--- src/rtl/lbp_code_streamer.sv ---
`default_nettype none
// ============================================================================
// Module   : lbp_code_streamer
// Brief    : Turns a channel-interleaved iEEG sample stream into one
//            LBP_LENGTH-bit sign-of-difference code per channel. Codes are
//            published a full frame at a time into a registered output bank
//            that the accelerator drains with send_next_LBP_in.
// Options  : LBP_DEADBAND_EN - a code bit is 1 only when the difference
//            exceeds DEADBAND. When undefined, a plain strict greater-than
//            compare is used and DEADBAND is ignored.
// Revision : 1.0 - initial release
// ============================================================================
module lbp_code_streamer #(
  parameter int E          = 64,
  parameter int LBP_LENGTH = 6,
  parameter int SAMPLE_W   = 16,
  parameter int DEADBAND   = 0
) (
  input  logic                      clk,
  input  logic                      rst_in,
  input  logic [SAMPLE_W-1:0]       sample_in,
  input  logic                      sample_valid_in,
  output logic                      sample_ready_out,
  input  logic                      send_next_LBP_in,
  output logic [E*LBP_LENGTH-1:0]   LBP_codes_out,
  output logic                      codes_valid_out,
  output logic                      frame_err_out
);

  localparam int                  c_CH_W     = (E > 1) ? $clog2(E) : 1;
  localparam int                  c_WARM_W   = $clog2(LBP_LENGTH + 2);
  localparam logic [c_CH_W-1:0]   c_LAST_CH  = c_CH_W'(E - 1);
  // Completed-frame count at which the frame now finishing is the first one
  // whose work registers hold LBP_LENGTH valid difference bits.
  localparam logic [c_WARM_W-1:0] c_WARM_PUB = c_WARM_W'(LBP_LENGTH);
  localparam logic [c_WARM_W-1:0] c_WARM_MAX = c_WARM_W'(LBP_LENGTH + 1);

  typedef enum logic [1:0] {
    S_WARM  = 2'd0,
    S_RUN   = 2'd1,
    S_STALL = 2'd2
  } state_t;

  state_t                    r_state;
  state_t                    w_state_nxt;

  logic [SAMPLE_W-1:0]       r_prev [E];
  logic [E*LBP_LENGTH-1:0]   r_work;
  logic [E*LBP_LENGTH-1:0]   w_work_upd;
  logic [E*LBP_LENGTH-1:0]   r_codes;
  logic [c_CH_W-1:0]         r_ch;
  logic [c_WARM_W-1:0]       r_warm;
  logic                      r_ready;
  logic                      r_valid;
  logic                      r_err;

  logic                      w_accept;
  logic                      w_frame_done;
  logic                      w_bank_free;
  logic                      w_publish;
  logic                      w_copy;
  logic                      w_bit;
  logic [SAMPLE_W-1:0]       w_prev_cur;

  assign w_accept     = sample_valid_in & r_ready;
  assign w_frame_done = w_accept & (r_ch == c_LAST_CH);
  // The bank can take a new frame if it is empty or is being drained now.
  assign w_bank_free  = ~r_valid | send_next_LBP_in;
  assign w_prev_cur   = r_prev[r_ch];

`ifdef LBP_DEADBAND_EN
  localparam logic signed [SAMPLE_W:0] c_DEADBAND = (SAMPLE_W + 1)'(DEADBAND);
  logic signed [SAMPLE_W:0] w_diff;

  // Difference at one extra bit so it can never overflow, then threshold it.
  always_comb begin
    w_diff = $signed({sample_in[SAMPLE_W-1], sample_in})
           - $signed({w_prev_cur[SAMPLE_W-1], w_prev_cur});
    w_bit  = (w_diff > c_DEADBAND);
  end
`else
  // Code bit is set when the sample rose strictly above the previous one.
  always_comb begin
    w_bit = ($signed(sample_in) > $signed(w_prev_cur));
  end
`endif

  // Shift the new bit into the current channel's code; other channels hold.
  always_comb begin
    w_work_upd = r_work;
    if (w_accept) begin
      w_work_upd[int'(r_ch)*LBP_LENGTH +: LBP_LENGTH] =
        {r_work[int'(r_ch)*LBP_LENGTH +: LBP_LENGTH-1], w_bit};
    end
  end

  // Next-state logic: decide publish, stall, or deferred copy into the bank.
  always_comb begin
    w_state_nxt = r_state;
    w_publish   = 1'b0;
    w_copy      = 1'b0;
    case (r_state)
      S_WARM: begin
        if (w_frame_done && (r_warm == c_WARM_PUB)) begin
          w_publish   = w_bank_free;
          w_state_nxt = w_bank_free ? S_RUN : S_STALL;
        end
      end
      S_RUN: begin
        if (w_frame_done) begin
          w_publish   = w_bank_free;
          w_state_nxt = w_bank_free ? S_RUN : S_STALL;
        end
      end
      S_STALL: begin
        // No samples are taken here, so r_work still holds the finished frame.
        if (send_next_LBP_in) begin
          w_copy      = 1'b1;
          w_state_nxt = S_RUN;
        end
      end
      default: begin
        w_state_nxt = S_WARM;
      end
    endcase
  end

  // State, handshake and output bank registers.
  always_ff @(posedge clk) begin
    if (rst_in) begin
      r_state <= S_WARM;
      r_ready <= 1'b0;
      r_valid <= 1'b0;
      r_err   <= 1'b0;
      r_codes <= '0;
    end else begin
      r_state <= w_state_nxt;
      r_ready <= (w_state_nxt != S_STALL);
      r_err   <= send_next_LBP_in & ~r_valid;
      if (w_publish) begin
        r_codes <= w_work_upd;
        r_valid <= 1'b1;
      end else if (w_copy) begin
        r_codes <= r_work;
        r_valid <= 1'b1;
      end else if (send_next_LBP_in) begin
        r_valid <= 1'b0;
      end
    end
  end

  // Per-channel history, channel counter and warm-up frame counter.
  always_ff @(posedge clk) begin
    if (rst_in) begin
      for (int i = 0; i < E; i++) begin
        r_prev[i] <= '0;
      end
      r_work <= '0;
      r_ch   <= '0;
      r_warm <= '0;
    end else begin
      r_work <= w_work_upd;
      if (w_accept) begin
        r_prev[r_ch] <= sample_in;
        r_ch         <= (r_ch == c_LAST_CH) ? '0 : r_ch + 1'b1;
      end
      if (w_frame_done && (r_warm != c_WARM_MAX)) begin
        r_warm <= r_warm + 1'b1;
      end
    end
  end

  assign sample_ready_out = r_ready;
  assign LBP_codes_out    = r_codes;
  assign codes_valid_out  = r_valid;
  assign frame_err_out    = r_err;

endmodule
`default_nettype wire

--- config.mk ---
export PLATFORM = sky130hd
export DESIGN_NAME = lbp_code_streamer
export DESIGN_NICKNAME = d
export VERILOG_FILES = /design/src/rtl/lbp_code_streamer.sv
export SDC_FILE = /design/constraint.sdc
export NUM_CORES = 2
export LEC_CHECK = 0
export ABC_CLOCK_PERIOD_IN_PS = 7250
export CORE_MARGIN = 2
export CORE_UTILIZATION = 54
export DETAILED_ROUTE_END_ITERATION = 10
export DONT_BUFFER_PORTS = 1
export MAX_ROUTING_LAYER = met4
export PLACE_DENSITY = 0.72
export SLEW_MARGIN = 10
export SYNTH_ARGS = -nofsm -noshare
export SYNTH_HDL_FRONTEND = slang
export SYNTH_SLANG_ARGS = --single-unit
--- constraint.sdc ---
create_clock -name clk -period 7.25 [get_ports clk]
set_clock_uncertainty 0.2 [all_clocks]
set_input_delay 0.725 -clock clk [delete_from_list [all_inputs] [get_ports clk]]
set_output_delay 0.725 -clock clk [all_outputs]
set_load 0.02 [all_outputs]
## Word-level counts from Yosys, hierarchy flattened

Memories as Yosys holds them, arrays and structs flattened. A register that Yosys moved wholly into a read port is not among the register bits.
Index checks and enable logic that the tools add are counted.

| word-level totals | value |
|---|---|
| memory bits (writable) | 1,024 |
| register bits after elaboration | 782 |
| logic and storage cells | 62 |
| memories kept | 1 |

Memory list:

| name | words | bits a word | read ports | clocked after memory_dff | wr ports | RTL line | source |
|---|---|---|---|---|---|---|---|
| r_prev | 64 | 16 | 1 | 1 | 64 | 47 | `logic [SAMPLE_W-1:0] r_prev [E];` |

| cells by class | value |
|---|---|
| reductions and logical operators | 6 |
| mux-type cells | 28 |
| $add $sub $neg | 3 |
| shift operators | 3 |
| order comparisons | 1 |
| equal/unequal tests | 6 |
| multiply operators | 1 |
| bitwise logic cells | 5 |

Operator list:

| operator | number |
|---|---|
| 2-to-1 mux 384 bit | 3 |
| bitwise mux 384 bit | 1 |
| variable shift 6 x 33 -> 384 bit (first input constant) | 1 |
| variable part select 384 x 32 -> 5 bit | 1 |
| variable part select 6 x 33 -> 384 bit | 1 |
| negation 9 -> 33 bit | 1 |
| 2-to-1 mux 6 bit | 4 |
| > comparator 16 bit | 1 |
| 2-to-1 mux 16 bit | 1 |
| OR reduction 16 bit | 1 |
| 2-to-1 mux 1 bit | 13 |
| multiplier 6 x 2 -> 8 bit (second input constant) | 1 |
| 2-to-1 mux 2 bit | 4 |
| adder 6 x 1 -> 6 bit (second input constant) | 1 |
| == test 6 bit (second input constant) | 1 |
| case mux 2 bit (3 select lines) | 1 |
| adder 3 x 1 -> 3 bit (second input constant) | 1 |
| AND 1 bit | 3 |
| == test 3 bit (second input constant) | 1 |
| inequality test 3 bit (second input constant) | 1 |
| nonzero test 3 bit | 1 |
| == test 2 x 1 -> 1 bit (second input constant) | 1 |
| == test 2 bit (second input constant) | 1 |
| logical AND 1 bit | 2 |
| other kinds (6) | 6 |

## Logic depth before layout (Yosys ltp)

| logic depth | value |
|---|---|
| depth after elaboration | 6 |
| gate-level depth with buffers | 21 |

## Least setup slack after synthesis

OpenSTA, ideal clock, no wires.

| timing | value |
|---|---|
| path kind | register to register |
| start | register with a tool-made name |
| end | register r_codes[284], in the netlist LBP_codes_out[284] |
| slack | 1.544 ns |
| data required time | 6.935 ns |
| arrival time | 5.392 ns |
| period minus slack after synthesis | 5.706 ns |
| cell stages (with the launch flop) | 19 |
| cell sequence | dfxtp_1 > clkbuf_1 > buf_1 > buf_1 > mux4_2 > mux4_2 > mux4_2 > inv_1 > ha_1 > and4_1 > a221o_1 > a31oi_1 > a311oi_1 > o21ai_0 > o31ai_4 > mux2_4 > buf_6 > mux2_2 > o21a_1 |

RTL lines:

| what | RTL line | source |
|---|---|---|
| to (signal assigned) | 141 | `r_codes <= w_work_upd;` |
| to (signal assigned) | 144 | `r_codes <= r_work;` |
| to (decl) | 50 | `logic [E*LBP_LENGTH-1:0] r_codes;` |

==> impl_metrics.yaml <==
global_routing:
  number_of_antenna_violations_at_the_first_check_in_global_routing: 18
  maximum_number_of_pins_on_one_net_before_global_route_repair: 241
  first_global_vias: 61570
  grt_usage_pct: 45.35
  grt_first_pass_wirelength_um: 491600
  grt_overflow_total: 0
die:
  die_width_um: 399.1
  start_util_pct: 54.16
  total_die_area_um2: 159300
  die_height_um: 399.1
  pin_count: 407
  core_area_um2: 155700
  placement_rows: 145
sta:
  finalHoldWorstSlack_ns: 0.07940
  maxSlewHeadroom_pct: 5.258
  timing.final.crit_share_pct: 95.04
  final_period_minus_worst_setup_slack_ns: 6.890
  final-max-slew-violation-count: 0
  final-setup-viol-count: 0
  worst_pin_slew_ns: 1.416
  achievable-frequency_mhz: 145.1
  setup_tns_ns: 0
  setup_repair_after_global_routing_missed_its_margin: "false"
  final-hold-violation-count: 0
finish:
  area_added_between_synthesis_and_finish_pct: 11.34
  number_of_nets_at_the_end_of_the_flow: 7293
  summed_area_of_non_filler_cells_in_the_final_layout_um2: 93860
  drive_above_1_share_pct: 14.90
synth:
  gate_count_of_the_mapped_netlist: 7400
  dominant_combinational_cell_family_by_area_after_synthesis: "simple AND/OR/NAND/NOR gates"
  synth_compound_gate_area_share_pct: 10.43
  synth.ff_latch_count: 1812
  post_synth_and_or_nand_nor_area_fraction_pct: 17.18
  synth_net_count: 7454
  synth_enable_flop_cells: 1024
  ys_dominant_reg_cell: "sky130_fd_sc_hd__edfxtp_1"
  avgSynthCellArea_um2: 11.39
  muxShareOfSynthArea_pct: 13.24
  ys_types: 100
  yosys.area_share.xor_xnor_pct: 0.1321
  synth_area_um2: 84300
  asyncSetResetFlopFracSynth_pct: 0
  synth.yosys.warnings: 0
  synth-seq-area-share_pct: 55.19
  synth_area_in_adders_pct: 0.5135
hold_path:
  hold_path.class: "in -> reg"
  whs_endpoint: "r_work[298]$_SDFF_PP0_"
  hold_path_depth: 3
  launch_point_of_the_worst_hold_path: "rst_in"
clock_network:
  cts.reportedPaths.clkPinSlew_ns: 0.06
  numCtsBuffers: 188
  ctsHtreeMaxLevel: 4
  cts_tree: "built"
  cts_num_sinks: 1812
  cts_resized: 0
  clock_insertion_delay_worst_skew_ns: 0.86
  cts.path.max_buffers: 3
  clock_tree.root_cell: "sky130_fd_sc_hd__clkbuf_16"
placement:
  hpwlAfterDp_um: 240700
  gp_congestion: 1.083
  numPortBuffers: 0
  placed_cell_area_um2: 87100
setup_path:
  crit_type: "reg -> reg"
  regToRegEndpoint: "LBP_codes_out[54]$_SDFFE_PP0P_"
  timing.critical_path.required_ns: 7.79
  critPathLaunchType: "flop"
  ff2ff_path_depth: 16
  arrival_ns: 7.43
  critPathMaxFanout: 35
  r2r_setup_slack_ns: 0.36
  setup.worst_path.end_class: "flop"
drt:
  post_drt_wl_per_cell_um: 37.58
  routed_wirelength_um: 355800
  drtIter0Drc: 10540
  viasPerCell: 6.989
  vias: 66180
  drc_errors: 0
  antenna_violating_nets_post_route: 0
  drtPass1Iterations: 9
power:
  vdd_ir_drop_max_mv: 0.2669
  power_per_cell_area_nw_per_um2: 241.1
  p_leak_nw: 31.81
status:
  outcome: "finished clean"
flow_run:
  cap_violations: 0
==> cell type report <==
cell class              instances  area [µm²]
fillers                     12310       61800
flip-flops and latches       1812       46540
multi-input cells            4885       35460
clock buffers                 263        5273
repair buffers                315        2992
well taps                    2058        2575
clock inverters                78       822.0
inverters                      37       146.4
diodes                         21       52.55
==> registers in the layout, summed over array words and instances (netlist names), named ones only <==
name,cells
r_work,384
frame_err_out,1
r_ch,6
r_prev,1024
codes_valid_out,1
r_warm,3
LBP_codes_out,384
sample_ready_out,1
r_state,2
==> layout by cell type, fill, tap and decap left out, types with 266 or more instances in the layout <==
master	Yosys	final
sky130_fd_sc_hd__edfxtp_1	1024	1024
sky130_fd_sc_hd__and2_1	987	987
sky130_fd_sc_hd__dfxtp_1	788	783
sky130_fd_sc_hd__nand2_1	708	705
sky130_fd_sc_hd__nor2_1	456	445
sky130_fd_sc_hd__mux4_2	352	352
sky130_fd_sc_hd__mux2i_1	310	309
sky130_fd_sc_hd__nand3_1	305	304
sky130_fd_sc_hd__buf_4	15	274
sky130_fd_sc_hd__a21oi_1	266	266
==> synth_stat cells, types with 83 or more instances <==
library cell                  n  area [µm²]
sky130_fd_sc_hd__nor2_1     456        1712
sky130_fd_sc_hd__nor3_1     195       975.9
sky130_fd_sc_hd__a22oi_1    111       833.3
sky130_fd_sc_hd__nand3_1    305        1526
sky130_fd_sc_hd__o22ai_1     83       519.3
sky130_fd_sc_hd__o21ai_0    233        1166
sky130_fd_sc_hd__a31oi_1    110       688.2
sky130_fd_sc_hd__and2_1     987        6175
sky130_fd_sc_hd__edfxtp_1  1024       30750
sky130_fd_sc_hd__nand2_1    708        2658
sky130_fd_sc_hd__mux4_2     352        7928
sky130_fd_sc_hd__a21oi_1    266        1331
sky130_fd_sc_hd__dfxtp_1    788       15780
sky130_fd_sc_hd__mux2i_1    310        3103
sky130_fd_sc_hd__clkbuf_1   545        2046
==> critical path: stages (launching register included) <==
cell and delay [ns]:
sky130_fd_sc_hd__dfxtp_4 0.48, sky130_fd_sc_hd__buf_12 0.31, sky130_fd_sc_hd__buf_12 0.33, sky130_fd_sc_hd__mux4_2 0.59, sky130_fd_sc_hd__mux4_2 0.51, sky130_fd_sc_hd__mux4_2 0.48
sky130_fd_sc_hd__inv_1 0.07, sky130_fd_sc_hd__ha_1 0.27, sky130_fd_sc_hd__and4_1 0.22, sky130_fd_sc_hd__a221o_1 0.35, sky130_fd_sc_hd__a31oi_1 0.33, sky130_fd_sc_hd__nand4_1 0.43
sky130_fd_sc_hd__a21oi_1 0.55, sky130_fd_sc_hd__a211o_1 0.82, sky130_fd_sc_hd__buf_4 0.37, sky130_fd_sc_hd__nand2_1 0.07, sky130_fd_sc_hd__a2111oi_0 0.37
==> how the worst max path moves through the flow <==
| stage | to | depth (start not counted) | slack (ns) |
|---|---|---|---|
| after floorplan | LBP_codes_out[284]$_SDFFE_PP0P_ | 18 | 1.54 |
| after global placement | LBP_codes_out[286]$_SDFFE_PP0P_ | 16 | 0.76 |
| after detailed placement | LBP_codes_out[252]$_SDFFE_PP0P_ | 16 | 0.65 |
| after CTS | LBP_codes_out[252]$_SDFFE_PP0P_ | 16 | 0.66 |
| after global routing | LBP_codes_out[54]$_SDFFE_PP0P_ | 16 | 0.23 |
| final | LBP_codes_out[54]$_SDFFE_PP0P_ | 16 | 0.36 |
==> report_power, final <==
part	internal [mW]	switching, mW
Clock	5.54	4.26
Sequential	11.1	0.0887
Combinational	0.484	1.20
Total	17.1	5.55
==> through the flow <==
| stage | setup WS, ns | std cells | power [mW] | utilization, % |
|---|---|---|---|---|
| after floorplan | 1.544 | 7400 | 12.19 | - |
| after global placement | 0.7616 | 9083 | 12.76 | 55.95 |
| after detailed placement | 0.6542 | 9083 | 12.79 | 55.95 |
| after CTS | 0.6598 | 9446 | 22.54 | 60.23 |
| after global routing | 0.2256 | 9464 | 23.02 | 60.29 |
| final | 0.3596 | 9469 | 22.63 | 60.30 |
==> metal layers <==
layer / global-route usage (%) / vias up / share of wire (%)
li1: - / 27160 / -
met1: 54.33 / 32930 / 35
met2: 64.38 / 4893 / 43
met3: 13.90 / 1192 / 13
met4: 33.81 / 0 / 9.3
met5: - / - / 0
==> logic make-up (layout without fill, tap and decap cells) <==
logic type / count (synthesis) / in the layout
DFF: 1812 / 1812
buffers and inverters: 703 / 693
adders and majority gates: 34 / 34
AOI/OAI and AO/OA: 1304 / 1304
xor gates and xnor gates: 11 / 11
other: 0 / 21
muxes: 673 / 673
and+or+nand+nor: 2863 / 2863
==> what timing repair did <==
item / 4_1_cts / 5_1_grt
hold endpoints to repair: 1208 / 0
hold buffers: 22 / 0
setup buffers: 0 / 0
Power figures use the tool's default switching activity.
